[config.mk]
export PLATFORM = sky130hd
export DESIGN_NAME = sys_frame_head_tx
export DESIGN_NICKNAME = d
export VERILOG_FILES = /design/src/rtl/frame_timing_pkg.sv /design/src/rtl/frame_pulse_stretch.sv /design/src/rtl/sys_frame_head_tx.sv
export SDC_FILE = /design/constraint.sdc
export NUM_CORES = 1
export LEC_CHECK = 0
export CAP_MARGIN = 20
export CORE_MARGIN = 2
export CORE_UTILIZATION = 56
export CTS_BUF_LIST = sky130_fd_sc_hd__clkbuf_16
export DETAILED_ROUTE_END_ITERATION = 8
export PLACE_DENSITY_LB_ADDON = 0.05
export SLEW_MARGIN = 20
export SYNTH_ARGS = -nofsm -noshare
export SYNTH_HDL_FRONTEND = slang
export SYNTH_SLANG_ARGS = --single-unit
[constraint.sdc]
create_clock -name clk -period 5.3 [get_ports clk]
set_input_delay 0.53 -clock clk [delete_from_list [all_inputs] [get_ports clk]]
set_output_delay 0.53 -clock clk [all_outputs]
set_load 0.05 [all_outputs]
[src/rtl/frame_timing_pkg.sv]
// Shared frame timing constants, FSM encoding and SFN width for the frame head tx/rx pair.
// Pure declarations: no latency, no backpressure.
package frame_timing_pkg;

    localparam int SFN_W = 10;
    localparam int CNT_W = 23;

    localparam int unsigned TICKS_10MS_122M88 = 32'd1228800;
    localparam int unsigned TICKS_10MS_245M76 = 32'd2457600;
    localparam int unsigned TICKS_10MS_491M52 = 32'd4915200;
    localparam int unsigned TICKS_80MS_122M88 = 32'd8 * TICKS_10MS_122M88;
    localparam int unsigned TICKS_80MS_245M76 = 32'd8 * TICKS_10MS_245M76;
    localparam int unsigned TICKS_80MS_491M52 = 32'd8 * TICKS_10MS_491M52;

    typedef enum logic [1:0] {
        ST_IDLE     = 2'd0,
        ST_WAIT_PPS = 2'd1,
        ST_RUN      = 2'd2
    } state_t;

    // A nonzero test length shortens the frame so simulations stay small.
    function automatic int unsigned frame_ticks(input int clk_set, input int unsigned test_len);
        if (test_len != 0) begin
            return test_len;
        end
        case (clk_set)
            1:       return TICKS_10MS_122M88;
            2:       return TICKS_10MS_245M76;
            default: return TICKS_10MS_491M52;
        endcase
    endfunction

endpackage

[src/rtl/frame_pulse_stretch.sv]
// Re-triggerable pulse stretcher: output high PULSE_W cycles starting the cycle after trigger.
// No backpressure; clear forces the output low combinationally and empties the count.
module frame_pulse_stretch #(
    parameter int PULSE_W = 4
) (
    input  logic clk,
    input  logic rst,
    input  logic trigger,
    input  logic clear,
    output logic pulse
);

    logic [3:0] remain;

    always_ff @(posedge clk or negedge rst) begin
        if (!rst) begin
            remain <= '0;
        end else if (clear) begin
            remain <= '0;
        end else if (trigger) begin
            remain <= 4'(PULSE_W);
        end else if (remain != '0) begin
            remain <= remain - 4'd1;
        end
    end

    assign pulse = (remain != '0) && !clear;

endmodule

[src/rtl/sys_frame_head_tx.sv]
// Master frame head generator: 10 ms / 80 ms pulses one cycle after each cnt==0 in RUN, optional 1PPS alignment.
// No backpressure: outputs are free-running; dropping i_enable truncates pulses in the same cycle.
module sys_frame_head_tx
    import frame_timing_pkg::*;
#(
    parameter int          CLK_SET        = 1,
    parameter int          PULSE_W        = 4,
    parameter int unsigned TEST_FRAME_LEN = 0
) (
    input  logic             clk,
    input  logic             rst,
    input  logic             i_enable,
    input  logic             i_sync_mode,
    input  logic             i_pps,
    input  logic [SFN_W-1:0] i_sfn_init,
    input  logic             i_sfn_load,
    output logic             o_frame_10ms,
    output logic             o_frame_80ms,
    output logic [SFN_W-1:0] o_sfn,
    output logic [CNT_W-1:0] o_cnt_10ms,
    output logic [1:0]       o_state,
    output logic             o_locked,
    output logic [7:0]       o_pps_err_num
);

    localparam int unsigned      FRAME_LEN = frame_ticks(CLK_SET, TEST_FRAME_LEN);
    localparam logic [CNT_W-1:0] CNT_LAST  = CNT_W'(FRAME_LEN - 1);

    state_t           state;
    state_t           state_nxt;
    logic [CNT_W-1:0] cnt;
    logic [SFN_W-1:0] sfn;
    logic             load_pending;
    logic             locked;
    logic [7:0]       err_num;
    logic             pps_d1;
    logic             pps_d2;
    logic             pps_d3;
    logic             pps_p;
    logic             start;
    logic             running;
    logic             pps_chk;
    logic             pps_miss;
    logic             wrap;
    logic             head;

    always_ff @(posedge clk or negedge rst) begin
        if (!rst) begin
            pps_d1 <= 1'b0;
            pps_d2 <= 1'b0;
            pps_d3 <= 1'b0;
        end else begin
            pps_d1 <= i_pps;
            pps_d2 <= pps_d1;
            pps_d3 <= pps_d2;
        end
    end

    assign pps_p = pps_d2 & ~pps_d3;

    always_ff @(posedge clk or negedge rst) begin
        if (!rst) begin
            state <= ST_IDLE;
        end else begin
            state <= state_nxt;
        end
    end

    always_comb begin
        state_nxt = state;
        if (!i_enable) begin
            state_nxt = ST_IDLE;
        end else begin
            case (state)
                ST_IDLE:     state_nxt = i_sync_mode ? ST_WAIT_PPS : ST_RUN;
                ST_WAIT_PPS: if (pps_p) state_nxt = ST_RUN;
                ST_RUN:      state_nxt = ST_RUN;
                default:     state_nxt = ST_IDLE;
            endcase
        end
    end

    assign start    = i_enable && (((state == ST_IDLE) && !i_sync_mode) ||
                                   ((state == ST_WAIT_PPS) && pps_p));
    assign running  = i_enable && (state == ST_RUN);
    assign pps_chk  = running && i_sync_mode && pps_p;
    // A PPS landing on the last count is one cycle early, so it is a miss too.
    assign pps_miss = pps_chk && (cnt != '0);
    assign wrap     = running && ((cnt == CNT_LAST) || pps_miss);
    assign head     = (state == ST_RUN) && (cnt == '0);

    always_ff @(posedge clk or negedge rst) begin
        if (!rst) begin
            cnt          <= '0;
            sfn          <= '0;
            load_pending <= 1'b0;
            locked       <= 1'b0;
            err_num      <= '0;
        end else begin
            if (start) begin
                cnt <= '0;
                sfn <= i_sfn_init;
            end else if (wrap) begin
                cnt <= '0;
                sfn <= (load_pending || i_sfn_load) ? i_sfn_init : sfn + 10'd1;
            end else if (running) begin
                cnt <= cnt + 23'd1;
            end

            if (wrap) begin
                load_pending <= 1'b0;
            end else if (i_enable && i_sfn_load) begin
                load_pending <= 1'b1;
            end

            if (i_enable && (state == ST_WAIT_PPS) && pps_p) begin
                locked <= 1'b1;
            end else if (running && !i_sync_mode) begin
                locked <= 1'b0;
            end else if (pps_chk) begin
                locked <= !pps_miss;
            end

            if (pps_miss && (err_num != 8'hFF)) begin
                err_num <= err_num + 8'd1;
            end
        end
    end

    frame_pulse_stretch #(.PULSE_W(PULSE_W)) u_stretch_10ms (
        .clk     (clk),
        .rst     (rst),
        .trigger (head),
        .clear   (!i_enable),
        .pulse   (o_frame_10ms)
    );

    frame_pulse_stretch #(.PULSE_W(PULSE_W)) u_stretch_80ms (
        .clk     (clk),
        .rst     (rst),
        .trigger (head && (sfn[2:0] == 3'd0)),
        .clear   (!i_enable),
        .pulse   (o_frame_80ms)
    );

    assign o_sfn         = sfn;
    assign o_cnt_10ms    = cnt;
    assign o_state       = state;
    assign o_locked      = locked;
    assign o_pps_err_num = err_num;

endmodule

==> flow_summary.ini, run 1 <==
[yosys]
synth_area_sq_um = 3150
async_reset_ff_share_pct = 100
syn-num-nets = 367
synth_edf_count = 0
ys_ff_latch = 56
synth_area_per_cell_sq_um = 9.27
ys_warn_count = 0
seq_area_frac_synth_pct = 44.5
synthCells = 340
synth_flop_cell = dfrtp_1
yosysUniqueCellTypes = 50

[floorplan]
die_w_microns = 79.0
dieArea_sq_um = 6240
rows = 27
chipHeight_microns = 79.0
io_pins = 62
core_area_sq_um = 5470
start_util_pct = 57.6

[job]
maxCapViolCount = 0

[worst_setup_path]
timing.rr.start = o_cnt_10ms[14]
critPathRequiredTime_ns = 5.53
worstSetupPathType = in2reg
critPathLaunch = i_enable
worstPathArrival_ns = 3.26
crit_fanout = 28
rr_endpoint = o_sfn[4]
r2r_slack_ns = 2.35
end_kind = flip-flop
worstRegToRegCells = 5
startpoint_type = input pin

[place]
dp_hpwl_mm = 5.15
place_area_sq_um = 3820
gp_congestion = 0.830
placedCellCount = 466
io_buffers = 61

[grt]
grt_use_met1_pct = 32.4
grt_pass1_wl_mm = 11.7
met2_usage_pct = 37.8
gr-usage-met3_pct = 4.43
grt.overflow.total = 0
track_usage_pct = 23.5
grt_max_degree = 57
gr-max-usage-layer = met2
antenna_found_initial = 0
grt_pass1_vias = 2506

[layout]
syn_to_final_growth_pct = 25.7
n_fill_cell = 447
mostFrequentLayoutCell = clkdlybuf4s50_1
fin_cells = 474
fin_util_pct = 72.4
layout.nets = 428
antenna_cells = 0
final_cell_area_sq_um = 3960
drive_gt1_share_pct = 5.22
final_cell_mix = clkdlybuf4s50_1 (60), dfrtp_1 (56), nor2_1 (50), nand2_1 (25), xnor2_1 (22)

[sta]
drv_slew = 0
setup_tns_ns = 0
fin_skew_ns = 0.00466
worst_pin_slew_ns = 0.981
final-setup-viol-count = 0
finalCriticalPeriod_ns = 3.04
period_share_pct = 57.3
timing.fmax_ghz = 0.329
rsz0062_at_grt = false
hold_violations = 0
slew-limit-headroom_pct = 34.6

[detailed_routing]
wl_per_cell_microns = 14.9
viasPerCell = 5.89
drc = 0
ant_nets = 0
routed_wl_mm = 7.04
vias = 2791
dr.pass1.iters = 4
drt-initial-drc-count = 191

[worst_hold_path]
min_from = pps_d1
hold_end = pps_d2
hold_path.class = reg2reg
hold_path_depth = 0

[pwr]
power_w = 0.00152
ir_worst_vdd_uv = 343
leakage_nw = 1.61
power_density_nw_per_um2 = 384

[clock_network]
clkLatencyLatePin_ns = 0.29
cts_tree = done
cts_hold_buffers = 0
cts_max_level = 2
cts_resized = 0
cts_setup_buffers = 0
cts_root_buffer = clkbuf_16
clockBufferDepth = 2
numCtsBuffers = 5
clock_sink_count = 56
clk_pin_slew_ns = 0.07

[run_status]
status = complete, no violations
-- cells in the mapped netlist (4+ instances only) --
| library cell | number | area [sq um] |
|---|---|---|
| a211oi_1 | 4 | 30.0 |
| a21oi_1 | 11 | 55.1 |
| a31oi_1 | 4 | 25.0 |
| clkbuf_1 | 8 | 30.0 |
| dfrtp_1 | 56 | 1400 |
| ha_1 | 11 | 138 |
| inv_1 | 19 | 71.3 |
| nand2_1 | 25 | 93.8 |
| nand3_1 | 17 | 85.1 |
| nand4_1 | 9 | 56.3 |
| nor2_1 | 50 | 188 |
| nor3_1 | 14 | 70.1 |
| nor4_1 | 20 | 125 |
| o21ai_0 | 8 | 40.0 |
| xnor2_1 | 22 | 193 |
| xor2_1 | 6 | 52.6 |
-- flip-flops by register name (all words and copies together), names as in the netlist --
register               flops
load_pending               1
o_cnt_10ms                23
o_locked                   1
o_pps_err_num              8
o_sfn                     10
o_state                    2
pps_d1                     1
pps_d2                     1
pps_d3                     1
u_stretch_10ms.remain      4
u_stretch_80ms.remain      4
-- kinds of logic after synthesis --
group / after synthesis / share of synthesized area (%)
xor+xnor: 28 / 7.78
buf+inv: 29 / 3.73
compound gates: 48 / 10.9
fa+ha+maj: 11 / 4.37
flops: 56 / 44.5
mux: 5 / 1.67
simple gates: 163 / 27.1
-- where the power goes --
group / switching (W) / internal [W]
clock: 0.000145 / 0.000172
sequential: 0.0000848 / 0.000499
combinational: 0.000391 / 0.000228
-- cell type report --
cell class / count / area (sq um) / share of cell area [%]
inverter: 19 / 71.3 / 1.80
tap: 72 / 90.1 / 2.27
timing repair buffer: 64 / 628 / 15.9
sequential: 56 / 1400 / 35.4
clock inverter: 3 / 13.8 / 0.347
multi-input combinational: 255 / 1630 / 41.2
clock buffer: 5 / 125 / 3.16
-- metrics by stage --
step / hold WS, ns / setup slack [ns]
final: 0.352 / 2.26
after global routing: 0.358 / 1.94
after CTS: 0.354 / 2.28
after detailed placement: 0.339 / 1.99
after global placement: 0.332 / 2.07
after floorplan: 0.234 / 2.65
-- worst max-delay path, cell delays in order --
cell and delay [ns]:
clkdlybuf4s50_1 0.64, and2_1 0.33, and4_1 0.19, a21oi_1 0.41
nand2_1 0.67, o2bb2a_1 0.49
-- routing by layer --
layer | wire length (microns) | share of wire [%]
met4 | 91 | 1.3
met3 | 363 | 5.2
met5 | 0 | 0
met1 | 3280 | 47
met2 | 3300 | 47
-- worst max-delay path by stage --
stage                to  slack, ns
6_report       o_sfn[4]       2.26
5_1_grt        o_sfn[3]       1.94
4_1_cts        o_sfn[4]       2.28
3_5_place_dp   o_sfn[4]       1.99
3_3_place_gp   o_sfn[4]       2.07
2_1_floorplan  o_sfn[6]       2.65
(Power assumes the default switching activity.)
==> run 2: changes to the inputs <==
--- a/config.mk
+++ b/config.mk
@@ -7,7 +7,7 @@
 export LEC_CHECK = 0
 export CAP_MARGIN = 20
 export CORE_MARGIN = 2
-export CORE_UTILIZATION = 56
+export CORE_UTILIZATION = 52
 export CTS_BUF_LIST = sky130_fd_sc_hd__clkbuf_16
 export DETAILED_ROUTE_END_ITERATION = 8
 export PLACE_DENSITY_LB_ADDON = 0.05
==> constraint.sdc (replaced) <==
create_clock -name clk -period 3.05 [get_ports clk]
set_input_delay 0.305 -clock clk [delete_from_list [all_inputs] [get_ports clk]]
set_output_delay 0.305 -clock clk [all_outputs]
set_load 0.05 [all_outputs]
==> flow_summary.ini, run 2 (synthesis results as in run 1) <==
[run_status]
status = complete, no violations

[layout]
largest_reg_flops = 23
final_cell_mix = clkdlybuf4s50_1 (60), dfrtp_1 (56), nor2_1 (50), nand2_1 (25), xnor2_1 (22)
n_fill_cell = 499
layout.nets = 433
syn_to_final_growth_pct = 27.6
drive_gt1_share_pct = 6.17
antenna_cells = 0
mostFrequentLayoutCell = clkdlybuf4s50_1

[worst_setup_path]
worstPathArrival_ns = 2.72
critPathRequiredTime_ns = 3.27
crit_fanout = 21
path_buf_inv = 3
worstSetupPathType = reg2reg
cp_common_cell = buf_4
r2r_slack_ns = 0.55
crit_family = simple AND/OR/NAND/NOR gates
worst_path_max_delay_cell = dfrtp_1
critPathLaunch = o_state[0]
crit_path_cell_trace = inv_1 > ha_1 > nor2b_1 > o21a_1 > buf_4 > a21oi_1 > nand2_1 > buf_4 > nor2_1
startpoint_type = flip-flop
timing.rr.start = o_state[0]
end_kind = flip-flop
critPathMaxStageDelay_ns = 0.41

[floorplan]
chipHeight_microns = 81.8
start_util_pct = 53.5
io_pins = 62
rows = 28
die_w_microns = 81.8
core_area_sq_um = 5890
dieArea_sq_um = 6700

[detailed_routing]
ant_nets = 0
drt-initial-drc-count = 194
viasPerCell = 5.80
vias = 2783
drc = 0
routed_wl_mm = 7.14
wl_per_cell_microns = 14.9
dr.pass1.iters = 4

[place]
dp_hpwl_mm = 5.19
dp_slack_ns = 0.484
gp_congestion = 0.844
io_buffers = 61

[grt]
antenna_found_initial = 0
grt_pass1_wl_mm = 12.0
grt.overflow.total = 0
track_usage_pct = 22.8
grt_max_degree = 33
grt_pass1_vias = 2673

[clock_network]
cts_resized = 0
cts_tree = done
clock_sink_count = 56
cts_setup_buffers = 0
cts_hold_buffers = 0
cts_root_buffer = clkbuf_16
clockBufferDepth = 2
clkLatencyLatePin_ns = 0.29
cts_max_level = 2
clk_pin_slew_ns = 0.07
numCtsBuffers = 5

[pwr]
p_int_w = 0.00165
leakage_nw = 1.64
switching_share_pct = 39.4
combPwrFrac_pct = 39.7
power_density_nw_per_um2 = 677
power_w = 0.00272
ir_worst_vdd_uv = 605
pwr-share-seq_pct = 37.3
power_frac_clock_pct = 23.0
p_switching_w = 0.00107

[sta]
finalCriticalPeriod_ns = 2.50
setup_ws_ns = 0.549
rsz0062_at_grt = false
final-setup-viol-count = 0
fin_skew_ns = 0.00780
worst_pin_slew_ns = 0.850
timing.fmax_ghz = 0.400
drv_slew = 0
slew-limit-headroom_pct = 43.3
hold_violations = 0
period_share_pct = 82.0
setup_tns_ns = 0

[worst_hold_path]
hold_path.class = in2async

[job]
maxCapViolCount = 0
[run 2: through the flow]
| stage | util, % | instance area [sq um] | hold slack (ns) | cells |
|---|---|---|---|---|
| CTS | 68.3 | 4020 | 0.0243 | 480 |
| global placement | 65.6 | 3860 | 0.319 | 474 |
| detailed placement | 65.6 | 3860 | 0.327 | 474 |
| floorplan | - | 3150 | 0.00941 | 340 |
| global route | 68.3 | 4020 | 0.0536 | 480 |
| finish | 68.3 | 4020 | 0.0000649 | 480 |
[run 2: area by class of cell]
cell class	count	area [sq um]	area share [%]
well taps	75	93.8	2.33
clock inverters	1	30.0	0.747
multi-input cells	255	1630	40.6
clock buffers	5	125	3.11
repair buffers	69	666	16.6
flip-flops and latches	56	1400	34.9
inverters	19	71.3	1.77
[run 2: power groups by stage]
stage	logic (W)	clock network, W	registers, W
2_1_floorplan	0.000483	0	0.00128
3_3_place_gp	0.00106	0	0.00102
3_5_place_dp	0.00108	0	0.00103
4_1_cts	0.00108	0.000633	0.00101
5_1_grt	0.00118	0.000656	0.00104
6_report	0.00108	0.000625	0.00101
[run 2: per-layer routing]
| metal | vias to the layer above | GRT usage, % | wire length, microns |
|---|---|---|---|
| met4 | 0 | 6.17 | 59 |
| met5 | - | 0 | 0 |
| met2 | 62 | 37.2 | 3420 |
| met3 | 5 | 3.19 | 242 |
| li1 | 1349 | - | - |
| met1 | 1367 | 32.1 | 3420 |
[run 2: final timing paths]
| kind | cells past startpoint | end |
|---|---|---|
| setup / recovery | 9 | o_cnt_10ms[6] |
| hold reg to reg | 0 | pps_d2 |
| min in group clk | 0 | pps_d2 |
| hold / removal | 1 | o_cnt_10ms[16] |
| max in group asynchronous | 2 | u_stretch_80ms.remain[3] |
| setup reg to reg | 9 | o_cnt_10ms[6] |
